$ cat src/rtl/divu_unit_pkg.sv
// Shared function codes and state encoding for the
// ALU datapath and the multi-cycle unsigned divider.
package divu_unit_pkg;

  localparam logic [5:0] FN_SLL   = 6'b000000;
  localparam logic [5:0] FN_MFHI  = 6'b010000;
  localparam logic [5:0] FN_MFLO  = 6'b010010;
  localparam logic [5:0] FN_MULTU = 6'b011001;
  localparam logic [5:0] FN_DIVU  = 6'b011011;
  localparam logic [5:0] FN_ADD   = 6'b100000;
  localparam logic [5:0] FN_SUB   = 6'b100010;
  localparam logic [5:0] FN_AND   = 6'b100100;
  localparam logic [5:0] FN_OR    = 6'b100101;
  localparam logic [5:0] FN_SLT   = 6'b101010;

  typedef enum logic [1:0] {
    S_IDLE = 2'd0,
    S_CALC = 2'd1,
    S_DONE = 2'd2
  } divu_state_e;

endpackage

$ cat src/rtl/divu_step.sv
// One restoring shift-subtract iteration:
// shift {R,Q} left, subtract B when it fits.
module divu_step #(
  parameter int WIDTH = 32
) (
  input  logic [WIDTH:0]   i_r,
  input  logic [WIDTH-1:0] i_q,
  input  logic [WIDTH-1:0] i_b,
  output logic [WIDTH:0]   o_r,
  output logic [WIDTH-1:0] o_q
);

  logic [2*WIDTH:0] w_cat;
  logic [WIDTH:0]   w_rs;
  logic [WIDTH:0]   w_bx;
  logic             w_ge;

  // shift the combined remainder/quotient and trial-subtract
  always_comb begin
    w_cat = {i_r, i_q} << 1;
    w_rs  = w_cat[2*WIDTH:WIDTH];
    w_bx  = {1'b0, i_b};
    w_ge  = (w_rs >= w_bx);
    o_r   = w_ge ? (w_rs - w_bx) : w_rs;
    o_q   = {w_cat[WIDTH-1:1], w_ge};
  end

endmodule

$ cat src/rtl/divu_unit.sv
// Multi-cycle unsigned divider with its own HI/LO,
// one quotient bit per clock, MFHI/MFLO read mux.
module divu_unit
  import divu_unit_pkg::*;
#(
  parameter int         WIDTH = 32,
  parameter logic [5:0] DIVU  = FN_DIVU,
  parameter logic [5:0] MFHI  = FN_MFHI,
  parameter logic [5:0] MFLO  = FN_MFLO
) (
  input  logic             clk,
  input  logic             reset,
  input  logic [WIDTH-1:0] dataA,
  input  logic [WIDTH-1:0] dataB,
  input  logic [5:0]       Signal,
  output logic [WIDTH-1:0] dataOut,
  output logic             busy,
  output logic             done,
  output logic             div_by_zero
);

  localparam int CW = $clog2(WIDTH + 1);
  localparam logic [CW-1:0] LAST = CW'(WIDTH - 1);

  divu_state_e      r_state;
  logic [WIDTH:0]   r_r;
  logic [WIDTH-1:0] r_q;
  logic [WIDTH-1:0] r_b;
  logic [CW-1:0]    r_cnt;
  logic [WIDTH-1:0] r_hi;
  logic [WIDTH-1:0] r_lo;
  logic             r_dbz;

  divu_state_e      w_nxt_state;
  logic [WIDTH:0]   w_nxt_r;
  logic [WIDTH-1:0] w_nxt_q;
  logic [WIDTH-1:0] w_nxt_b;
  logic [CW-1:0]    w_nxt_cnt;
  logic [WIDTH-1:0] w_nxt_hi;
  logic [WIDTH-1:0] w_nxt_lo;
  logic             w_nxt_dbz;

  logic [WIDTH:0]   w_step_r;
  logic [WIDTH-1:0] w_step_q;
  logic             w_start;

  divu_step #(
    .WIDTH(WIDTH)
  ) u_step (
    .i_r(r_r),
    .i_q(r_q),
    .i_b(r_b),
    .o_r(w_step_r),
    .o_q(w_step_q)
  );

  // state, working registers and HI/LO; reset aborts anything in flight
  always_ff @(posedge clk or negedge reset) begin
    if (!reset) begin
      r_state <= S_IDLE;
      r_r     <= '0;
      r_q     <= '0;
      r_b     <= '0;
      r_cnt   <= '0;
      r_hi    <= '0;
      r_lo    <= '0;
      r_dbz   <= 1'b0;
    end else begin
      r_state <= w_nxt_state;
      r_r     <= w_nxt_r;
      r_q     <= w_nxt_q;
      r_b     <= w_nxt_b;
      r_cnt   <= w_nxt_cnt;
      r_hi    <= w_nxt_hi;
      r_lo    <= w_nxt_lo;
      r_dbz   <= w_nxt_dbz;
    end
  end

  // next-state: accept DIVU outside CALC, iterate, commit on last step
  always_comb begin
    w_nxt_state = r_state;
    w_nxt_r     = r_r;
    w_nxt_q     = r_q;
    w_nxt_b     = r_b;
    w_nxt_cnt   = r_cnt;
    w_nxt_hi    = r_hi;
    w_nxt_lo    = r_lo;
    w_nxt_dbz   = r_dbz;
    w_start     = (Signal == DIVU);
    busy        = 1'b0;
    done        = 1'b0;
    unique case (r_state)
      S_IDLE, S_DONE: begin
        done = (r_state == S_DONE);
        if (w_start) begin
          w_nxt_state = S_CALC;
          w_nxt_r     = '0;
          w_nxt_q     = dataA;
          w_nxt_b     = dataB;
          w_nxt_cnt   = '0;
          w_nxt_dbz   = 1'b0;
        end else begin
          w_nxt_state = S_IDLE;
        end
      end
      S_CALC: begin
        busy      = 1'b1;
        w_nxt_r   = w_step_r;
        w_nxt_q   = w_step_q;
        w_nxt_cnt = r_cnt + 1'b1;
        if (r_cnt == LAST) begin
          w_nxt_state = S_DONE;
          w_nxt_lo    = w_step_q;
          w_nxt_hi    = w_step_r[WIDTH-1:0];
          w_nxt_dbz   = (r_b == '0);
        end
      end
      default: w_nxt_state = S_IDLE;
    endcase
  end

  // register read-back for MFHI/MFLO, zero otherwise
  always_comb begin
    dataOut = '0;
    unique case (1'b1)
      (Signal == MFHI): dataOut = r_hi;
      (Signal == MFLO): dataOut = r_lo;
      default: dataOut = '0;
    endcase
  end

  assign div_by_zero = r_dbz;

endmodule

$ cat config.mk
export PLATFORM = sky130hd
export DESIGN_NAME = divu_unit
export DESIGN_NICKNAME = d
export VERILOG_FILES = /design/src/rtl/divu_unit_pkg.sv /design/src/rtl/divu_step.sv /design/src/rtl/divu_unit.sv
export SDC_FILE = /design/constraint.sdc
export NUM_CORES = 1
export LEC_CHECK = 0
export ABC_CLOCK_PERIOD_IN_PS = 6800
export CORE_MARGIN = 2
export CORE_UTILIZATION = 60
export CTS_CLUSTER_SIZE = 12
export DETAILED_ROUTE_END_ITERATION = 6
export MAX_ROUTING_LAYER = met4
export PLACE_DENSITY_LB_ADDON = 0.15
export SLEW_MARGIN = 20
export SYNTH_ARGS = -nofsm -noshare
export SYNTH_HDL_FRONTEND = slang
export SYNTH_SLANG_ARGS = --single-unit
$ cat constraint.sdc
create_clock -name clk -period 6.8 [get_ports clk]
set_clock_uncertainty 0.05 [all_clocks]
set_input_delay 1.02 -clock clk [delete_from_list [all_inputs] [get_ports clk]]
set_output_delay 1.02 -clock clk [all_outputs]
set_load 0.01 [all_outputs]
**After elaboration in Yosys (flattened, before gate mapping)**

Cells that the tools add are included.

- Logic and storage cells: 43
- Register bits: 169

- Multiplexer cells: 16
- Reductions and logical operators: 8
- $add $sub $neg: 2
- $lt $le $gt $ge: 1
- Equality and inequality tests: 8

Operator list:

| kind | number |
|---|---|
| $pmux 32 s2 | 3 |
| $mux 32 | 3 |
| $ge 33x32->1 | 1 |
| $logic_not 32->1 | 1 |
| $sub 32x32->32 | 1 |
| $eq 6x5->1 const B | 4 |
| $pmux 6 s2 | 1 |
| $add 6x1->6 const B | 1 |
| $mux 6 | 1 |
| $reduce_and 2->1 | 3 |
| $mux 1 | 5 |
| $ne 2x2->1 const B | 2 |
| $pmux 2 s2 | 1 |
| $reduce_and 3->1 | 1 |
| $eq 2x1->1 const B | 1 |
| $eq 2x2->1 const B | 1 |
| $logic_not 2->1 | 1 |
| $mux 2 | 1 |
| $pmux 1 s2 | 1 |
| $reduce_bool 2->1 | 1 |
| $reduce_or 2->1 | 1 |

**Depth between registers and ports, before layout**

Gate-level depths: netlist of the first run.

- Word-level depth: 4
- Depth in mapped cells: 15
- Mapped depth without buffers: 12

**Modules after synthesis**

Synthesis of the first run repeated with hierarchy kept, for this count alone.

- Cell total of the unflattened synthesis: 1077
- Area, all modules: 9839.4 µm²

By module, submodules not included:

| module | area each (µm²) | instances | cells each | sequential area each (µm²) |
|---|---|---|---|---|
| divu_unit | 7186.9 | 1 | 680 | 4254.1 |
| divu_step | 2652.5 | 1 | 397 | 0.0 |

**Least setup slack after synthesis of the first run**

No wires, ideal clock.

- Path kind: input -> output
- From: input Signal[1]
- To: output dataOut[0]
- Data arrival time: 2017 ps
- Required time: 5730 ps
- Stages: 4
- Path slack: 3713 ps
- Cells stage by stage: clkbuf_1 -> clkbuf_1 -> mux2i_1 -> nor2_1

- Longest elaborated chain between the ends: 2

RTL lines:

| what | RTL line | source |
|---|---|---|
| from (decl) | divu_unit.sv:15 | `input logic [5:0] Signal,` |
| $eq 6x5->1, on equally long branches | divu_unit.sv:128, divu_unit.sv:127 |  |
| $pmux 32 s2 (*) | divu_unit.sv:126 | `unique case (1'b1)` |
| to (decl) | divu_unit.sv:16 | `output logic [WIDTH-1:0] dataOut,` |

Every way passes the cells marked *; elsewhere a longest branch is shown, timed or not.

**Worst setup path in the final report of the first run**

- From: input Signal[2]
- To: output dataOut[4]

The elaborated chain is that of the path after synthesis.

==> results of run 1 <==
-- worst max-delay path, delay by kind of cell --
family | cells | cell delay [ps]
and+or+nand+nor | 4 | 1130
buffers and inverters | 2 | 960
-- cells in the final DEF, fill, tap and decap left out, types with 6 or more instances in the layout --
| master | netlist | layout |
|---|---|---|
| mux2i_1 | 61 | 61 |
| clkbuf_16 | 0 | 17 |
| nor4_1 | 9 | 9 |
| inv_1 | 43 | 43 |
| nand4_1 | 10 | 10 |
| a22oi_1 | 7 | 7 |
| a21oi_1 | 28 | 28 |
| nand2_1 | 203 | 202 |
| ha_1 | 33 | 33 |
| o21ai_0 | 106 | 106 |
| xnor2_1 | 17 | 17 |
| nor2_1 | 107 | 107 |
| nor2b_1 | 6 | 6 |
| o31ai_1 | 7 | 7 |
| clkdlybuf4s50_1 | 0 | 104 |
| buf_4 | 0 | 8 |
| nand3_1 | 38 | 38 |
| o22ai_1 | 27 | 27 |
| a31oi_1 | 9 | 9 |
| xor2_1 | 12 | 12 |
| a21o_1 | 7 | 6 |
| dfrtp_1 | 169 | 169 |
-- final timing paths --
kind	start	to	slack [ps]	cells past startpoint
worst max register to register	r_r[7]	r_r[10]	3300	11
worst min-delay path	r_lo[12]	r_lo[12]	430	2
max in group asynchronous	reset	r_hi[8]	5010	2
min in group asynchronous	reset	r_b[5]	530	1
worst min register to register	r_lo[12]	r_lo[12]	430	2
worst max-delay path	Signal[2]	dataOut[4]	2620	6
-- state kept, by name, summed over array words and instances, names as in the netlist --
register	count
r_r	32
div_by_zero	1
r_lo	32
r_b	32
r_state	2
r_q	32
r_cnt	6
r_hi	32
-- logic make-up after synthesis --
| kind of cell | after synthesis |
|---|---|
| buf+inv | 103 |
| xor+xnor | 29 |
| fa+ha+maj | 34 |
| simple gates | 399 |
| compound gates | 233 |
| flops | 169 |
| mux | 64 |
-- area by class of cell --
cell class	instances	area, um^2	area share [%]
Clock buffer	18	429	3.99
Clock inverter	14	138	1.28
Inverter	44	165	1.54
Multi-Input combinational cell	759	4440	41.3
Sequential cell	169	4230	39.3
Tap cell	184	230	2.14
Timing Repair Buffer	114	1120	10.4
-- through the flow --
step / cells / setup slack, ps
detailed placement: 1270 / 2500
finish: 1302 / 2620
global route: 1302 / 2490
floorplan: 1031 / 3710
global placement: 1270 / 2590
CTS: 1302 / 2500
-- layer usage --
metal / share of wire [%] / wire [um] / vias up / track usage [%]
met4: 1.9 / 399 / 0 / 8.08
met1: 49 / 10500 / 3595 / 42.3
met3: 5.9 / 1260 / 38 / 6.03
li1: - / - / 3697 / -
met5: 0 / 0 / - / -
met2: 43 / 9280 / 234 / 40.6
-- power breakdown --
part | total (mW) | internal, mW | switching (mW)
registers | 1.49 | 1.27 | 0.222
logic | 1.06 | 0.453 | 0.607
clock network | 0.934 | 0.512 | 0.422
total | 3.49 | 2.24 | 1.25
==> results.yml, run 1 <==
status:
  status: "completed"
grt:
  grt_pass1_wl_mm: 36.0
  overflow: 0
  grt_antenna_before_repair: 0
  grt_usage_pct: 28.7
  grt_max_degree: 100
  grt_pass1_vias: 7145
synth:
  synth_nets: 1137
  yosys.area.top_type: "dfrtp_1"
  synth_enable_flop_cells: 0
  synth-simple-area-share_pct: 18.5
  synth_common_cells: "nand2_1, dfrtp_1, nor2_1"
  synth_fa_ha_area_share_pct: 4.76
  synthCells: 1031
  synth_compound_area_share_pct: 15.5
  synth_top_family_by_area: "simple AND/OR/NAND/NOR gates"
  yosys-top-cells-area: "dfrtp_1, nand2_1, mux2i_1"
  syn_avg_cell_area_um2: 8.82
  synthMuxAreaShare_pct: 7.13
  synth_top_area_share_pct: 46.5
  synth_seq_area_share_pct: 46.5
  synth_cell_types: 61
  synth_ff_type: "dfrtp_1"
  ys_ff_latch: 169
  synthXorXnorAreaFrac_pct: 2.79
  syn_area_um2: 9090
  yosysWarningCount: 0
  synth-async-reset-ratio_pct: 100
  synth_most_common_cell: "nand2_1"
detailed_routing:
  ant_nets: 0
  drt_iter0_drc: 663
  drt-wirelength-per-cell_um: 16.5
  num_vias: 7564
  via_per_inst: 5.81
  drc: 0
  drt_pass1_iterations: 5
  wl_mm: 21.4
cells_and_area:
  design_area_um2: 10800
  diodes: 0
  drive_gt1_share_pct: 5.19
  nets: 1211
  fin_util_pct: 73.4
  area_growth_pct: 18.3
  fillCellCount: 1142
cts:
  cts_resized: 0
  cts-hold-fix-buffers: 0
  numCtsBuffers: 17
  clk_latency_ps: 430
  cts.sinks: 169
  cts_max_level: 4
  cts_setup_buffers: 0
  cts_root_buffer: "clkbuf_16"
  cts_tree: "yes"
  path_clk_slew_ps: 70
  clock_path_buffers: 2
timing:
  worstMarginPinSlew_ps: 1010
  setup_viol: 0
  period_share_pct: 61.5
  period_needed_ps: 4180
  finalHoldViolations: 0
  tns_ps: 0
  timing.slew.headroom_pct: 32.4
  rsz0062_at_grt: "false"
  slew_violations: 0
  hold_slack_ps: 431
  fmax_mhz: 239
setup_path:
  end_kind: "primary output"
  arrival_ps: 3110
  crit_path_max_fanout: 32
  critical_path.cell_chain: "clkdlybuf4s50_1, nor2_1, nand2_1, or3_2, nor2_1, clkdlybuf4s50_1"
  cp_slowest_cell: "or3_2"
  slowest_delay_ps: 730
  cp.required_ps: 5730
  start_kind: "primary input"
  setup.worst_path.class: "in -> out"
floorplan:
  die_area_um2: 16200
  rows: 44
  ioPinCount: 107
  fp.dieW_um: 127
  core_um2: 14600
  dieHeight_um: 127
  start_util_pct: 62.1
place:
  post-dp-hpwl_mm: 14.6
  place.gp.congestion: 0.953
  numPortBuffers: 106
  dpl-instance-area_um2: 10200
run:
  cap_violations: 0
pwr:
  power.total_mw: 3.49
  leakagePower_nw: 5.10
  vdd_drop_max_uv: 216
  powerDensity_nw_per_um2: 324
worst_hold_path:
  worstHoldPathType: "reg -> reg"
No activity file was read; power rests on OpenSTA's default activity.
==> inputs of run 2 (changes only) <==
Settings changed: ABC_CLOCK_PERIOD_IN_PS 6800 to 3710, CORE_UTILIZATION 60 to 51.
Clock period 6.8 ns to 3.71 ns, I/O delays scaled along.
==> run 2 against run 1 <==
Compared with the run above:
- clock power increased by 99%
- final cell count increased by 3.7%
- largest power group unchanged
- sequential share of layout area decreased by 0.76 points
- design area increased by 2.0%
- flip-flop and latch count unchanged
- setup slack got worse by 2200 ps
==> results.yml, run 2 (same netlist as run 1, synthesis figures left out) <==
grt:
  overflow: 0
  grt_antenna_before_repair: 0
  grt_usage_pct: 26.1
  grt_max_degree: 100
  grt_pass1_vias: 7165
  grt_pass1_wl_mm: 37.3
detailed_routing:
  drt-wirelength-per-cell_um: 16.8
  via_per_inst: 5.59
  drt_pass1_iterations: 6
  ant_nets: 0
  drc: 0
  num_vias: 7541
  wl_mm: 22.7
  drt_iter0_drc: 545
setup_path:
  critical_path.cell_chain: "ha_1, a211oi_1, nor2_1, o31ai_2, o211ai_2, a21o_2, a21oi_2, a21o_2, buf_12, mux2i_1, o21ai_0"
  arrival_ps: 3500
  crit_path_max_fanout: 35
  setup.worst_path.class: "reg -> reg"
  start_kind: "register"
  end_kind: "register"
  cp_top_family: "compound AO/OA/AOI/OAI gates"
  cp_common_cell: "a21o_2"
  critical_path_buf_inv_count: 1
  cp_slowest_cell: "dfrtp_1"
  cp.required_ps: 3920
  slowest_delay_ps: 400
cts:
  cts-hold-fix-buffers: 0
  cts_max_level: 4
  clk_latency_ps: 430
  cts.sinks: 169
  cts_tree: "yes"
  cts_resized: 0
  cts_setup_buffers: 0
  numCtsBuffers: 17
  cts_root_buffer: "clkbuf_16"
  clock_path_buffers: 2
  path_clk_slew_ps: 60
timing:
  rsz0062_at_grt: "false"
  period_share_pct: 88.6
  finalHoldViolations: 0
  period_needed_ps: 3290
  slew_violations: 0
  timing.slew.headroom_pct: 27.4
  setup_viol: 0
  worstMarginPinSlew_ps: 1080
  tns_ps: 0
  fmax_mhz: 304
cells_and_area:
  area_growth_pct: 20.6
  mostFrequentLayoutCells: "nand2_1, dfrtp_1, nor2_1, o21ai_0, clkdlybuf4s50_1"
  drive_gt1_share_pct: 5.78
  final_common_cell: "nand2_1"
  diodes: 0
  nets: 1219
floorplan:
  core_um2: 17400
  die_area_um2: 18900
  rows: 48
  start_util_pct: 52.4
  ioPinCount: 107
  fp.dieW_um: 138
  dieHeight_um: 138
place:
  numPortBuffers: 106
  place.gp.congestion: 0.949
  post-dp-hpwl_mm: 15.8
worst_hold_path:
  worstHoldPathType: "in -> async"
run:
  cap_violations: 0
pwr:
  powerDensity_nw_per_um2: 598
  vdd_drop_max_uv: 396
  power.total_mw: 6.56
  leakagePower_nw: 5.19
status:
  status: "completed"
==> run 2: worst paths after layout <==
path                                from        to  slack (ps)  depth (start not counted)
worst min-delay path               reset   r_lo[7]          70                          1
min in group clk                r_hi[21]  r_hi[21]         430                          2
max in group asynchronous          reset   r_b[16]        2600                          2
worst max register to register    r_r[7]    r_r[8]         420                         11
worst min register to register  r_hi[21]  r_hi[21]         430                          2
worst max-delay path              r_r[7]    r_r[8]         420                         11
==> run 2: layer usage <==
layer	track usage, %	share of wire (%)
met5	-	0
met4	9.05	2.3
met3	3.50	5.0
met2	35.5	42
met1	39.8	51
==> run 2: area by class of cell <==
type | count | area (um^2)
fillers | 1521 | 6390
multi-input cells | 759 | 4440
repair buffers | 122 | 1230
clock inverters | 12 | 165
flip-flops and latches | 169 | 4230
well taps | 225 | 282
inverters | 44 | 165
clock buffers | 19 | 453
==> run 2: where the power goes <==
group	total, mW	internal (mW)	switching, mW	leakage [nW]
sequential	2.74	2.33	0.411	2.11
clock	1.86	1.10	0.757	0.293
combinational	1.96	0.839	1.12	2.79
==> run 2: per-stage QoR <==
stage,cell area [um^2],std cells,setup slack (ps),hold WS (ps),utilization [%]
after floorplan,9090,1031,998,211,-
after global placement,10300,1319,586,407,59.6
after detailed placement,10300,1319,514,415,59.6
after CTS,11000,1350,484,101,63.2
after global routing,11000,1350,198,127,63.2
final,11000,1350,422,72.6,63.2
